File: config.mk
export PLATFORM = sky130hd
export DESIGN_NAME = apb_rr_master_arb_flat
export DESIGN_NICKNAME = d
export VERILOG_FILES = /design/src/rtl/apb_rr_master_arb_if.sv /design/src/rtl/apb_rr_master_arb.sv /design/src/flat_wrapper.sv
export SDC_FILE = /design/constraint.sdc
export NUM_CORES = 1
export LEC_CHECK = 0
export BUFFER_PORTS_ARGS = -buffer_cell sky130_fd_sc_hd__buf_2
export CAP_MARGIN = 5
export CORE_MARGIN = 2
export CORE_UTILIZATION = 40
export DETAILED_ROUTE_END_ITERATION = 10
export PLACE_DENSITY = 0.88
export SYNTH_ARGS = -nofsm -noshare
export SYNTH_HDL_FRONTEND = slang
export SYNTH_SLANG_ARGS = --single-unit
export TNS_END_PERCENT = 30
File: constraint.sdc
create_clock -name APB_ACLK -period 1.9 [get_ports APB_ACLK]
set_clock_uncertainty 0.1 [all_clocks]
set_input_delay 0.475 -clock APB_ACLK [delete_from_list [all_inputs] [get_ports APB_ACLK]]
set_output_delay 0.475 -clock APB_ACLK [all_outputs]
set_load 0.01 [all_outputs]
File: src/rtl/apb_rr_master_arb_if.sv
// Requester-side and APB-side signal bundle for apb_rr_master_arb.
// The master modport is the arbiter; the slave modport is the requesters and APB slave.
interface apb_rr_master_arb_if #(
    parameter int NUM_REQ = 2,
    parameter int ADDR_W  = 32,
    parameter int DATA_W  = 32
);
    logic [NUM_REQ-1:0]        req_valid;
    logic [NUM_REQ-1:0]        req_ready;
    logic [NUM_REQ*ADDR_W-1:0] req_addr;
    logic [NUM_REQ-1:0]        req_write;
    logic [NUM_REQ*DATA_W-1:0] req_wdata;

    logic [NUM_REQ-1:0]        rsp_valid;
    logic [DATA_W-1:0]         rsp_rdata;
    logic                      rsp_err;

    logic [ADDR_W-1:0]         paddr;
    logic                      pwrite;
    logic                      psel;
    logic                      penable;
    logic [DATA_W-1:0]         pwdata;
    logic [DATA_W-1:0]         prdata;
    logic                      pready;
    logic                      pslverr;

    modport master (
        input  req_valid, req_addr, req_write, req_wdata,
        input  prdata, pready, pslverr,
        output req_ready, rsp_valid, rsp_rdata, rsp_err,
        output paddr, pwrite, psel, penable, pwdata
    );

    modport slave (
        output req_valid, req_addr, req_write, req_wdata,
        output prdata, pready, pslverr,
        input  req_ready, rsp_valid, rsp_rdata, rsp_err,
        input  paddr, pwrite, psel, penable, pwdata
    );
endinterface

File: src/rtl/apb_rr_master_arb.sv
// Round-robin arbiter + APB master sequencer sharing one APB bus among NUM_REQ requesters.
// Optional ACCESS wait-state timeout is compiled in with `define APB_ARB_TIMEOUT_EN.
module apb_rr_master_arb #(
    parameter int NUM_REQ          = 2,
    parameter int C_APB_ADDR_WIDTH = 32,
    parameter int C_APB_DATA_WIDTH = 32,
    parameter int TIMEOUT_CYCLES   = 16
) (
    input  logic                 APB_ACLK,
    input  logic                 APB_ARESET_N,
    apb_rr_master_arb_if.master  bus
);
    localparam int AW    = C_APB_ADDR_WIDTH;
    localparam int DW    = C_APB_DATA_WIDTH;
    localparam int PTR_W = $clog2(NUM_REQ);

    // Encoding makes psel/penable straight flop outputs: bit0 = psel, bit1 = penable.
    typedef enum logic [1:0] {
        IDLE   = 2'b00,
        SETUP  = 2'b01,
        ACCESS = 2'b11
    } state_t;

    typedef struct packed {
        logic [AW-1:0] addr;
        logic          write;
        logic [DW-1:0] wdata;
    } req_t;

    state_t                   state, state_nxt;
    req_t [NUM_REQ-1:0]       req;
    logic [PTR_W-1:0]         rr_ptr, rr_ptr_nxt, winner, owner;
    logic                     any_req, grant_pt, done, tmo;
    logic [NUM_REQ-1:0]       req_ready;
    logic                     psel, penable;

    logic [AW-1:0]            paddr;
    logic                     pwrite;
    logic [DW-1:0]            pwdata;
    logic [NUM_REQ-1:0]       rsp_valid;
    logic [DW-1:0]            rsp_rdata;
    logic                     rsp_err;

    for (genvar i = 0; i < NUM_REQ; i++) begin : g_req
        assign req[i] = '{addr:  bus.req_addr[i*AW +: AW],
                          write: bus.req_write[i],
                          wdata: bus.req_wdata[i*DW +: DW]};
    end

    assign any_req  = |bus.req_valid;
    assign done     = (state == ACCESS) && (bus.pready || tmo);
    assign grant_pt = any_req && ((state == IDLE) || done);

    // First valid requester at or above rr_ptr, wrapping.
    always_comb begin
        logic found;
        int   idx;
        found  = 1'b0;
        idx    = 0;
        winner = rr_ptr;
        for (int k = 0; k < NUM_REQ; k++) begin
            idx = int'(rr_ptr) + k;
            if (idx >= NUM_REQ) idx = idx - NUM_REQ;
            if (!found && bus.req_valid[idx]) begin
                found  = 1'b1;
                winner = PTR_W'(idx);
            end
        end
    end

    assign rr_ptr_nxt = (winner == PTR_W'(NUM_REQ-1)) ? '0 : winner + PTR_W'(1);

`ifdef APB_ARB_TIMEOUT_EN
    logic [7:0] wait_cnt;

    always_ff @(posedge APB_ACLK) begin
        if (!APB_ARESET_N)                       wait_cnt <= '0;
        else if (grant_pt)                       wait_cnt <= '0;
        else if (state == ACCESS && !bus.pready) wait_cnt <= wait_cnt + 8'd1;
    end

    // Fires on the TIMEOUT_CYCLES-th consecutive not-ready ACCESS cycle; pready wins.
    assign tmo = (state == ACCESS) && !bus.pready &&
                 (wait_cnt == 8'(TIMEOUT_CYCLES - 1));
`else
    assign tmo = 1'b0;
`endif

    always_ff @(posedge APB_ACLK) begin
        if (!APB_ARESET_N) state <= IDLE;
        else               state <= state_nxt;
    end

    always_comb begin
        state_nxt = state;
        case (state)
            IDLE:    state_nxt = grant_pt ? SETUP : IDLE;
            SETUP:   state_nxt = ACCESS;
            ACCESS:  if (done) state_nxt = grant_pt ? SETUP : IDLE;
            default: state_nxt = IDLE;
        endcase
    end

    always_comb begin
        psel      = state[0];
        penable   = state[1];
        req_ready = '0;
        if (grant_pt && APB_ARESET_N) req_ready = NUM_REQ'(1) << winner;
    end

    always_ff @(posedge APB_ACLK) begin
        if (!APB_ARESET_N) begin
            paddr     <= '0;
            pwrite    <= 1'b0;
            pwdata    <= '0;
            rr_ptr    <= '0;
            owner     <= '0;
            rsp_valid <= '0;
            rsp_rdata <= '0;
            rsp_err   <= 1'b0;
        end else begin
            rsp_valid <= '0;
            if (grant_pt) begin
                paddr  <= req[winner].addr;
                pwrite <= req[winner].write;
                pwdata <= req[winner].wdata;
                owner  <= winner;
                rr_ptr <= rr_ptr_nxt;
            end
            // owner/pwrite still describe the finishing transfer here.
            if (done) begin
                rsp_valid <= NUM_REQ'(1) << owner;
                rsp_err   <= bus.pslverr || !bus.pready;
                rsp_rdata <= (bus.pready && !pwrite) ? bus.prdata : '0;
            end
        end
    end

    assign bus.req_ready = req_ready;
    assign bus.psel      = psel;
    assign bus.penable   = penable;
    assign bus.paddr     = paddr;
    assign bus.pwrite    = pwrite;
    assign bus.pwdata    = pwdata;
    assign bus.rsp_valid = rsp_valid;
    assign bus.rsp_rdata = rsp_rdata;
    assign bus.rsp_err   = rsp_err;
endmodule

File: src/flat_wrapper.sv
// flat-port wrapper written by rule: the top's interface ports become plain ports
module apb_rr_master_arb_flat 
#(
    parameter int NUM_REQ          = 2,
    parameter int C_APB_ADDR_WIDTH = 32,
    parameter int C_APB_DATA_WIDTH = 32,
    parameter int TIMEOUT_CYCLES   = 16
)
  (APB_ACLK, APB_ARESET_N, bus_req_valid, bus_req_addr, bus_req_write, bus_req_wdata, bus_prdata, bus_pready, bus_pslverr, bus_req_ready, bus_rsp_valid, bus_rsp_rdata, bus_rsp_err, bus_paddr, bus_pwrite, bus_psel, bus_penable, bus_pwdata);
  apb_rr_master_arb_if #(.NUM_REQ(NUM_REQ), .ADDR_W((32)), .DATA_W((32))) bus_i ();
  input  logic APB_ACLK;
  input  logic APB_ARESET_N;
  input wire logic [$bits(bus_i.req_valid)-1:0] bus_req_valid;
  input wire logic [$bits(bus_i.req_addr)-1:0] bus_req_addr;
  input wire logic [$bits(bus_i.req_write)-1:0] bus_req_write;
  input wire logic [$bits(bus_i.req_wdata)-1:0] bus_req_wdata;
  input wire logic [$bits(bus_i.prdata)-1:0] bus_prdata;
  input wire logic [$bits(bus_i.pready)-1:0] bus_pready;
  input wire logic [$bits(bus_i.pslverr)-1:0] bus_pslverr;
  output wire logic [$bits(bus_i.req_ready)-1:0] bus_req_ready;
  output wire logic [$bits(bus_i.rsp_valid)-1:0] bus_rsp_valid;
  output wire logic [$bits(bus_i.rsp_rdata)-1:0] bus_rsp_rdata;
  output wire logic [$bits(bus_i.rsp_err)-1:0] bus_rsp_err;
  output wire logic [$bits(bus_i.paddr)-1:0] bus_paddr;
  output wire logic [$bits(bus_i.pwrite)-1:0] bus_pwrite;
  output wire logic [$bits(bus_i.psel)-1:0] bus_psel;
  output wire logic [$bits(bus_i.penable)-1:0] bus_penable;
  output wire logic [$bits(bus_i.pwdata)-1:0] bus_pwdata;
  assign bus_i.req_valid = bus_req_valid;
  assign bus_i.req_addr = bus_req_addr;
  assign bus_i.req_write = bus_req_write;
  assign bus_i.req_wdata = bus_req_wdata;
  assign bus_i.prdata = bus_prdata;
  assign bus_i.pready = bus_pready;
  assign bus_i.pslverr = bus_pslverr;
  assign bus_req_ready = bus_i.req_ready;
  assign bus_rsp_valid = bus_i.rsp_valid;
  assign bus_rsp_rdata = bus_i.rsp_rdata;
  assign bus_rsp_err = bus_i.rsp_err;
  assign bus_paddr = bus_i.paddr;
  assign bus_pwrite = bus_i.pwrite;
  assign bus_psel = bus_i.psel;
  assign bus_penable = bus_i.penable;
  assign bus_pwdata = bus_i.pwdata;
  apb_rr_master_arb #(.NUM_REQ(NUM_REQ), .C_APB_ADDR_WIDTH(C_APB_ADDR_WIDTH), .C_APB_DATA_WIDTH(C_APB_DATA_WIDTH), .TIMEOUT_CYCLES(TIMEOUT_CYCLES)) u_core (.APB_ACLK(APB_ACLK), .APB_ARESET_N(APB_ARESET_N), .bus(bus_i));
endmodule
==> results.json <==
{
  "root_buffer": "clkbuf_8",
  "gr-total-overflow": 0,
  "grt.total_usage": 0.233,
  "antenna_found_initial": 1,
  "path_clk_slew_ns": 0.10,
  "hold_ws_ns": 0.209,
  "outcome": "finished with violations",
  "dp_slack_ns": -0.182,
  "die_area_mm2": 0.0111,
  "final-hold-violation-count": 0,
  "rsz0062_at_grt": "yes",
  "synth_top_area_frac": 0.506,
  "synth_cells": 350,
  "power.density_mw_per_mm2": 1120,
  "yosysWarnings": 0,
  "max_freq_mhz": 488,
  "die_y_um": 105,
  "grt_pass1_wl_um": 20700,
  "synth_seq_cells": 104,
  "slew_headroom": 0.520,
  "hold_class": "input pin to flip-flop",
  "rrSetupSlack_ns": 0.08,
  "syn-cell-area_mm2": 0.00412,
  "synth_nets": 523,
  "drive_above_1_share": 0.524,
  "fin_nets": 790,
  "ys_seq_area_frac": 0.506,
  "drc": 0,
  "ios": 272,
  "cts_tree": "built",
  "post-route-min-period_ns": 2.05,
  "synth_area_per_cell_um2": 11.8,
  "ys.flop_type": "dfxtp_1",
  "grt_max_degree": 50,
  "area_growth_pct": 44.3,
  "worstPathArrival_ns": 1.47,
  "violations": "negative setup slack",
  "worst_setup_path_start_kind": "flip-flop",
  "routed_wl_um": 14000,
  "irDropWorstVdd_uv": 437,
  "period_share": 1.08,
  "synthTopCellsByCount": "dfxtp_1, a221o_1, nor4b_1",
  "synth-edff-count": 0,
  "ant_nets": 0,
  "post_drt_wl_per_cell_um": 18.4,
  "cts_buffers": 9,
  "yosysMostFrequentCell": "dfxtp_1",
  "place.gp.congestion": 0.835,
  "cts_hold_buffers": 0,
  "crit_type": "flip-flop to output port",
  "grt_pass1_vias": 4200,
  "cts_buffer_depth": 2,
  "fin_ws_ns": -0.149,
  "worst_pin_slew_ns": 0.718,
  "maxCapViolCount": 0,
  "synthArstFlopShare": 0,
  "synth_area_leader_cell": "dfxtp_1",
  "cp.required_ns": 1.32,
  "synth_area_leaders": "dfxtp_1, a221o_1, nor4b_1",
  "h-tree-depth": 3,
  "drtPass1Iterations": 5,
  "core_mm2": 0.0101,
  "clock_sinks": 104,
  "fp.dieW_um": 105,
  "drtIter0Drc": 286,
  "yosysUniqueCellTypes": 28,
  "finalSetupViolations": 2,
  "clock_latency_ns": 0.37,
  "dp_hpwl_um": 9780,
  "fp-row-count": 37,
  "port_buffers": 271,
  "cellLeakagePower_nw": 2.82,
  "critical_path_peak_fanout": 4,
  "end_kind": "output port",
  "vias_per_cell": 5.62,
  "drv_slew": 0,
  "start_util": 0.406,
  "vias": 4267
}
## flip-flops by register name, summed over array words and instances, names as in the netlist
signal	count
u_core.owner	1
u_core.rr_ptr	1
u_core.bus.rsp_valid	2
u_core.bus.rsp_err	1
u_core.bus.rsp_rdata	32
u_core.bus.pwdata	32
u_core.bus.paddr	32
u_core.state	2
u_core.bus.pwrite	1
## routing by layer
| layer | routed length (µm) | vias up | track usage |
|---|---|---|---|
| met1 | 5250 | 2035 | 0.241 |
| met2 | 7350 | 237 | 0.433 |
| met5 | 0 | - | 0 |
| met3 | 1100 | 28 | 0.0656 |
| met4 | 299 | 0 | 0.102 |
| li1 | - | 1967 | - |
## critical path, stage by stage, from the launching register on
cell and delay [ns]:
dfxtp_4 0.40, inv_4 0.04, ha_4 0.16, a21oi_4 0.19
buf_6 0.14, nor3_2 0.03, buf_2 0.14
## logic make-up after synthesis
family	after synthesis	share of synthesized area
muxes	2	0.00486
adders and majority gates	5	0.0152
AOI/OAI and AO/OA	106	0.245
buffers and inverters	49	0.0660
and+or+nand+nor	84	0.163
DFF	104	0.506
## where the power goes
part	total [mW]	internal, mW	switching, mW
Sequential	2.89	2.61	0.275
Clock	1.28	0.490	0.789
Combinational	2.46	1.14	1.32
Total	6.62	4.24	2.38
## through the flow
step	cell area, µm²	power, mW	util	setup TNS [ns]	instances
global placement	5640	5.06	0.556	-3.15	735
detailed placement	5640	5.15	0.556	-9.36	735
CTS	5890	6.51	0.581	-0.358	755
floorplan	4120	4.16	-	0	350
finish	5940	6.62	0.586	-0.226	759
global route	5930	6.91	0.585	-0.338	758
## cell usage in the layout, fill, tap and decap left out, types with 2 or more instances in the layout
master        n
nand3_1       2
nor4b_1      65
a221o_1      65
nor2_1        4
buf_12        5
nor2b_1       2
nand2_1       3
ha_1          3
clkinvlp_4    3
buf_2       271
clkbuf_1      2
o21ai_0       2
ha_4          2
inv_4         2
inv_1         4
dfxtp_4       2
dfxtp_1     102
clkbuf_8      9
a22o_1       32
mux2i_1       2
buf_4        20
a21boi_0      2
## cell type report
cell class	instances	area, µm²
multi-input cells	197	1820
clock buffers	11	131
clock inverters	5	42.5
repair buffers	299	1660
well taps	136	170
flip-flops and latches	104	2090
fillers	849	4200
diodes	1	2.50
inverters	6	27.5
## worst paths after layout
| path | endpoint | cells after the start | start |
|---|---|---|---|
| setup / recovery | bus_req_ready[1] | 6 | u_core.state[0]$_SDFFE_PN0P_ |
| hold / removal | u_core.bus.rsp_rdata[17]$_SDFFE_PN0P_ | 2 | bus_prdata[17] |
| setup reg to reg | u_core.bus.pwdata[17]$_SDFFE_PN0P_ | 8 | u_core.state[0]$_SDFFE_PN0P_ |
| hold reg to reg | u_core.bus.rsp_valid[0]$_SDFF_PN0_ | 1 | u_core.owner$_SDFFE_PN0P_ |
## timing repair
item / CTS / global route
pin swaps: 5 / 3
gates resized for setup: 11 / 7
gates cloned: 0 / 1
setup endpoints to repair: 96 / 53
endpoints found under the hold margin: 0 / 0
setup buffers: 4 / 3
(Power assumes the default switching activity.)
